<file path="config.mk">
export PLATFORM = sky130hd
export DESIGN_NAME = ram_access_scheduler
export DESIGN_NICKNAME = d
export VERILOG_FILES = /design/src/rtl/ram_access_scheduler.sv
export SDC_FILE = /design/constraint.sdc
export NUM_CORES = 1
export LEC_CHECK = 0
export CAP_MARGIN = 20
export CORE_UTILIZATION = 55
export DETAILED_ROUTE_END_ITERATION = 10
export DONT_BUFFER_PORTS = 1
export PLACE_DENSITY = 0.72
export RECOVER_POWER = 50
export SYNTH_ARGS = -nofsm -noshare
export SYNTH_HDL_FRONTEND = slang
export SYNTH_SLANG_ARGS = --single-unit
</file>
<file path="constraint.sdc">
create_clock -name clock -period 2.27 [get_ports clock]
set_input_delay 0.5675 -clock clock [delete_from_list [all_inputs] [get_ports clock]]
set_output_delay 0.5675 -clock clock [all_outputs]
set_load 0.05 [all_outputs]
</file>
<file path="src/rtl/ram_access_scheduler.sv">
// Two-requester scheduler for the RAM write port and read port B.
// Byte-masked writes use read-modify-write. Optional lock: RAM_SCHED_LOCK_EN.
module ram_access_scheduler #(
    parameter int RAM_A_WIDTH = 12
) (
    input  logic                   clock,
    input  logic                   reset,
    input  logic                   req0_valid,
    output logic                   req0_ready,
    input  logic                   req0_write,
    input  logic [RAM_A_WIDTH-1:0] req0_address,
    input  logic [31:0]            req0_wdata,
    input  logic [3:0]             req0_byteEnable,
    output logic                   resp0_valid,
    output logic [31:0]            resp0_rdata,
    input  logic                   req1_valid,
    output logic                   req1_ready,
    input  logic                   req1_write,
    input  logic [RAM_A_WIDTH-1:0] req1_address,
    input  logic [31:0]            req1_wdata,
    input  logic [3:0]             req1_byteEnable,
    output logic                   resp1_valid,
    output logic [31:0]            resp1_rdata,
`ifdef RAM_SCHED_LOCK_EN
    input  logic                   req0_lock,
    input  logic                   req1_lock,
`endif
    output logic [RAM_A_WIDTH-1:0] ram_writeAddress,
    output logic [31:0]            ram_dataIn,
    output logic                   ram_writeEnable,
    output logic [RAM_A_WIDTH-1:0] ram_readAddressB,
    input  logic [31:0]            ram_dataOutB
);

    typedef enum logic [1:0] {
        IDLE,
        RD_DATA,
        RMW_MERGE,
        WR_DONE
    } state_t;

    state_t                 state_q, state_d;
    logic                   ptr_q, ptr_d;
    logic                   sel_q, sel_d;
    logic [RAM_A_WIDTH-1:0] addr_q, addr_d;
    logic [31:0]            wdata_q, wdata_d;
    logic [3:0]             be_q, be_d;
    logic [31:0]            rdata0_q, rdata0_d;
    logic [31:0]            rdata1_q, rdata1_d;
`ifdef RAM_SCHED_LOCK_EN
    logic                   lock_q, lock_d;
    logic                   g_lock;
`endif

    logic                   g0, g1, gsel;
    logic                   g_write;
    logic [RAM_A_WIDTH-1:0] g_addr;
    logic [31:0]            g_wdata;
    logic [3:0]             g_be;
    logic [31:0]            merged;
    logic                   rsp_valid;
    logic [31:0]            rsp_data;

    // Arbitration, request mux, next state and all RAM/response outputs
    always_comb begin
        state_d          = state_q;
        ptr_d            = ptr_q;
        sel_d            = sel_q;
        addr_d           = addr_q;
        wdata_d          = wdata_q;
        be_d             = be_q;
        req0_ready       = 1'b0;
        req1_ready       = 1'b0;
        ram_writeAddress = '0;
        ram_dataIn       = '0;
        ram_writeEnable  = 1'b0;
        ram_readAddressB = '0;
        rsp_valid        = 1'b0;
        rsp_data         = '0;
        merged           = '0;
`ifdef RAM_SCHED_LOCK_EN
        lock_d = lock_q;
        if (lock_q) begin
            g0 = req0_valid && !sel_q;
            g1 = req1_valid && sel_q;
        end else begin
            g0 = req0_valid && (!req1_valid || !ptr_q);
            g1 = req1_valid && (!req0_valid || ptr_q);
        end
        g_lock = g1 ? req1_lock : req0_lock;
`else
        g0 = req0_valid && (!req1_valid || !ptr_q);
        g1 = req1_valid && (!req0_valid || ptr_q);
`endif
        gsel    = g1;
        g_write = g1 ? req1_write : req0_write;
        g_addr  = g1 ? req1_address : req0_address;
        g_wdata = g1 ? req1_wdata : req0_wdata;
        g_be    = g1 ? req1_byteEnable : req0_byteEnable;

        for (int i = 0; i < 4; i++) begin
            merged[8*i +: 8] = be_q[i] ? wdata_q[8*i +: 8]
                                       : ram_dataOutB[8*i +: 8];
        end

        unique case (state_q)
            IDLE: begin
                // Gate on reset so nothing is granted or written while held.
                if (reset && (g0 || g1)) begin
                    req0_ready = g0;
                    req1_ready = g1;
                    sel_d      = gsel;
                    addr_d     = g_addr;
                    wdata_d    = g_wdata;
                    be_d       = g_be;
`ifdef RAM_SCHED_LOCK_EN
                    lock_d = g_lock;
                    ptr_d  = g_lock ? ptr_q : ~gsel;
`else
                    ptr_d = ~gsel;
`endif
                    if (!g_write) begin
                        ram_readAddressB = g_addr;
                        state_d          = RD_DATA;
                    end else if (g_be == 4'b1111) begin
                        ram_writeEnable  = 1'b1;
                        ram_writeAddress = g_addr;
                        ram_dataIn       = g_wdata;
                        state_d          = WR_DONE;
                    end else if (g_be == 4'b0000) begin
                        state_d = WR_DONE;
                    end else begin
                        ram_readAddressB = g_addr;
                        state_d          = RMW_MERGE;
                    end
                end
            end
            RD_DATA: begin
                rsp_valid = 1'b1;
                rsp_data  = ram_dataOutB;
                state_d   = IDLE;
            end
            RMW_MERGE: begin
                ram_writeEnable  = 1'b1;
                ram_writeAddress = addr_q;
                ram_dataIn       = merged;
                state_d          = WR_DONE;
            end
            WR_DONE: begin
                rsp_valid = 1'b1;
                state_d   = IDLE;
            end
            default: state_d = IDLE;
        endcase

        resp0_valid = rsp_valid && !sel_q;
        resp1_valid = rsp_valid && sel_q;
        resp0_rdata = resp0_valid ? rsp_data : rdata0_q;
        resp1_rdata = resp1_valid ? rsp_data : rdata1_q;
        rdata0_d    = resp0_rdata;
        rdata1_d    = resp1_rdata;
    end

    // State, pointer, captured request and held response data
    always_ff @(posedge clock or negedge reset) begin
        if (!reset) begin
            state_q  <= IDLE;
            ptr_q    <= 1'b0;
            sel_q    <= 1'b0;
            addr_q   <= '0;
            wdata_q  <= '0;
            be_q     <= '0;
            rdata0_q <= '0;
            rdata1_q <= '0;
`ifdef RAM_SCHED_LOCK_EN
            lock_q   <= 1'b0;
`endif
        end else begin
            state_q  <= state_d;
            ptr_q    <= ptr_d;
            sel_q    <= sel_d;
            addr_q   <= addr_d;
            wdata_q  <= wdata_d;
            be_q     <= be_d;
            rdata0_q <= rdata0_d;
            rdata1_q <= rdata1_d;
`ifdef RAM_SCHED_LOCK_EN
            lock_q   <= lock_d;
`endif
        end
    end

endmodule

</file>
==> results.cfg, run 1 <==
[clock_network]
cts_made_buffers = 17
cts_resized = 255
numClockSinks = 116
clock_path_buffers = 2
htree_levels = 4
cts-root-buf = clkbuf_8
post_cts_buffers = 21

[yosys]
yosysSeqAreaShare_pct = 49.2
muxShareOfSynthArea_pct = 8.15
synth_nets = 725
synthXorXnorAreaFrac_pct = 0
synth_compound_area_share_pct = 23.7
yosys.area_share.simple_pct = 12.6
synth_cells = 591
synthAdderAreaFrac_pct = 0
synth_top_family_by_area = compound AO/OA/AOI/OAI gates
syn_area_per_cell_um2 = 9.97
synth_cell_type_count = 35
ys_ff_latch = 116
yosys_warnings = 0
synth_area_mm2 = 0.00589

[place]
numPlacedInstances = 816
numPortBuffers = 0
post-dp-hpwl_um = 13200
gp_congestion = 0.928

[floorplanning]
die_h_um = 106
io_pins = 259
start_util_pct = 56.8
placementRows = 37
dieWidth_um = 106

[status]
status = stopped before the end
failing_step = clock tree synthesis
firstError = [ERROR DPL-0033] detailed placement checks failed during check placement.
==> cells in the mapped netlist <==
cell type | count | area [µm²]
a32oi_1 | 1 | 8.76
buf_2 | 12 | 60.1
nand4_1 | 2 | 12.5
o22ai_2 | 9 | 113
a22oi_1 | 20 | 150
nand2_1 | 86 | 323
o41ai_1 | 1 | 8.76
o22ai_1 | 23 | 144
a211oi_1 | 1 | 7.51
o21ai_1 | 6 | 30.0
nor3_1 | 1 | 5.00
a222oi_1 | 20 | 200
nor3_4 | 2 | 32.5
or3b_4 | 1 | 11.3
a22o_1 | 23 | 201
and2_1 | 13 | 81.3
nor2_1 | 4 | 15.0
inv_1 | 26 | 97.6
buf_4 | 1 | 7.51
nor2b_1 | 2 | 12.5
buf_1 | 5 | 18.8
dfrtp_1 | 116 | 2900
a21oi_2 | 1 | 8.76
or2_1 | 2 | 12.5
or4_1 | 2 | 15.0
mux2i_1 | 48 | 480
nand2b_1 | 35 | 219
o21bai_4 | 1 | 18.8
a21o_1 | 14 | 105
o21ai_0 | 76 | 380
o32ai_1 | 2 | 17.5
buf_6 | 8 | 90.1
nand3_1 | 1 | 5.00
clkbuf_1 | 25 | 93.8
a21oi_1 | 1 | 5.00
==> cell families after synthesis <==
group / count (synthesis)
buffers and inverters: 77
AO/OA/AOI/OAI: 199
flip-flops: 116
AND/OR/NAND/NOR: 151
multiplexers: 48
==> stage by stage <==
| step | worst slack, ns | instance area [µm²] |
|---|---|---|
| floorplan | -0.346 | 6520 |
| global placement | -0.280 | 7960 |
| detailed placement | -0.301 | 7960 |
==> inputs of run 2 (changes only) <==
- CORE_UTILIZATION: 55 -> 40
- PLACE_DENSITY: 0.72 -> not set
- PLACE_DENSITY_LB_ADDON: not set -> 0.15
- clock period: 2.27 -> 2.95 ns (I/O delays scaled with it)
==> run 2 against run 1 <==
Compared with the run above: the flow now finishes, with violations (setup timing); synthesized cell count stayed put; synthesized area stayed put.
==> results.cfg, run 2 <==
[sta]
final-max-slew-violation-count = 0
period_share_pct = 106
rsz0062_at_grt = yes
worst_pin_slew_ns = 1.03
max-slew-margin-rel_pct = 30.9
clock.fmax_mhz = 319
fin_ws_ns = -0.188
hold_violations = 0
hold_ws_ns = 0.0300
setup_viol = 54
min_period_ns = 3.14
skew_ns = 0.00666

[yosys]
yosys_most_used_dff = dfrtp_1
synth_cells = 591
yosys_warnings = 0
synth_area_mm2 = 0.00589
ys_top_cells_by_area = dfrtp_1 (49%), mux2i_1 (8.2%), o21ai_0 (6.5%), nand2_1 (5.5%), nand2b_1 (3.7%)
syn_area_per_cell_um2 = 9.97
yosysSeqAreaShare_pct = 49.2
yosysMostFrequentCell = dfrtp_1
ys_ff_latch = 116
synth_area_leader_cell = dfrtp_1
synth_top_area_share_pct = 49.2
async_flop_share_pct = 100
synth_edf_count = 0
synth_nets = 725
yosys-top-cells-count = dfrtp_1 (116), nand2_1 (86), o21ai_0 (76)
synth_cell_type_count = 35

[status]
status = complete, but fails checks
violations = setup timing

[floorplanning]
io_pins = 259
placementRows = 43
dieWidth_um = 123
core_mm2 = 0.0141
die_h_um = 123
start_util_pct = 41.7
dieArea_mm2 = 0.0152

[critical_path]
slowest_delay_ns = 0.43
cp_common_cell = buf_6
r2r-start = state_q[1]
crit_buf_inv = 4
crit_required_ns = 2.21
cp-start-kind = input port
reg2reg_to = wdata_q[19]
slowest_stage = or3b_4
crit_type = in2out
r2r_setup_slack_ns = 0.77
worstPathArrival_ns = 2.40
worst-path-stages = 8
r2r_cells = 6
crit_chain = or3b_4, buf_6, nor3_4, buf_6, clkbuf_16, a22o_4, a22o_1, buf_12
cp_top_family = buffers and inverters
worstPathMaxFanout = 107
crit_path_start = reset
worst_setup_path_end_kind = output port
crit_path_end = ram_writeAddress[6]

[place]
post-dp-hpwl_um = 14000
dp_slack_ns = -0.0850
numPortBuffers = 0
postPlaceCellArea_mm2 = 0.00815
gp_congestion = 0.846

[pwr]
clock_power_share_pct = 15.8
combPwrFrac_pct = 61.4
p_int_mw = 6.06
seqPwrFrac_pct = 22.8
ir_worst_vdd_v = 0.000529
power.density_mw_per_mm2 = 1320
p_leak_nw = 4.16
netSwitchingPower_mw = 5.99
sw_frac_of_total_pct = 49.7

[global_routing]
track_usage_pct = 25.5
overflow = 0
antenna_found_initial = 0
grt_max_degree = 120
grt_pass1_vias = 5362
grt_pass1_wl_um = 28900

[drt]
ant_nets = 0
drc_errors = 0
firstDrtPassIters = 6
dr_total_vias = 5336
drt_iter0_markers = 403
vias_per_cell = 5.74
post_drt_wl_per_cell_um = 22.2
routed_wl_um = 20600

[layout]
layout-drive-gt1-share_pct = 35.0
final_common_cell = dfrtp_1
finish.instance_area_mm2 = 0.00911
diodes = 0
syn2layout_area_growth_pct = 54.5
final_util_pct = 64.4
fin_nets = 870
reg_top3 = rdata0_q x32, rdata1_q x32, wdata_q x32
layout_common_cells = dfrtp_1 (116), nand2_1 (85), buf_4 (77)

[flow_run]
max-cap-violations = 0

[clock_network]
cts_tree = built
clk_pin_slew_ns = 0.05
htree_levels = 4
clock_path_buffers = 2
insertion_delay_ns = 0.40
numClockSinks = 116
cts-root-buf = clkbuf_16
cts_made_buffers = 17

[min_path]
worstHoldPathType = in2async
==> run 2: cell counts after synthesis <==
No cell type changed its count.
==> run 2: routing by layer <==
metal,vias up,global-route usage [%],part of all wire (%)
met2,261,43.1,51
met3,36,8.16,8.7
met4,0,8.89,2.2
li1,2445,-,-
met5,-,0,0
met1,2594,30.3,38
==> run 2: cell families after synthesis <==
group | Yosys count | share of synthesized area, %
buffers and inverters | 77 | 6.24
AOI/OAI and AO/OA | 199 | 23.7
DFF | 116 | 49.2
muxes | 48 | 8.15
and+or+nand+nor | 151 | 12.6
==> run 2: power groups by stage <==
stage / logic [mW] / registers (mW) / clock network [mW]
after floorplan: 5.00 / 2.56 / 0
after global placement: 7.17 / 2.72 / 0
after detailed placement: 7.31 / 2.75 / 0
after CTS: 7.38 / 2.73 / 1.94
after global routing: 7.76 / 2.82 / 2.02
final: 7.40 / 2.75 / 1.90
==> run 2: cell type report <==
class / count / area, µm²
Tap cell: 180 / 225
Clock inverter: 13 / 111
Timing Repair Buffer: 177 / 2140
Inverter: 26 / 97.6
Fill cell: 1131 / 5040
Sequential cell: 116 / 2900
Clock buffer: 19 / 433
Multi-Input combinational cell: 398 / 3190
==> run 2: worst min path at each step <==
| stage | endpoint | slack (ns) | cells after the start |
|---|---|---|---|
| after floorplan | addr_q[0] | 0.44 | 0 |
| after global placement | rdata1_q[31] | 0.44 | 0 |
| after detailed placement | rdata1_q[31] | 0.44 | 0 |
| after CTS | rdata1_q[30] | 0.004 | 0 |
| after global routing | rdata1_q[0] | 0.003 | 0 |
| final | rdata1_q[0] | 0.03 | 0 |
==> run 2: stage by stage <==
step	TNS (ns)	cells	power [mW]
after detailed placement	-1.08	880	10.1
after global routing	-7.69	929	12.6
final	-6.86	929	12.1
after floorplan	-0.867	591	7.56
after CTS	-3.43	913	12.0
after global placement	-0.485	880	9.90
==> run 2: repair_timing <==
item / 4_1_cts / 5_1_grt
buffers inserted: 1 / 9
hold endpoints to repair: 0 / 13
gates cloned: 0 / 6
setup endpoints to repair: 52 / 56
resized for setup: 22 / 35
hold buffers: 0 / 1
pin swaps: 2 / 20
Power figures use the tool's default switching activity.
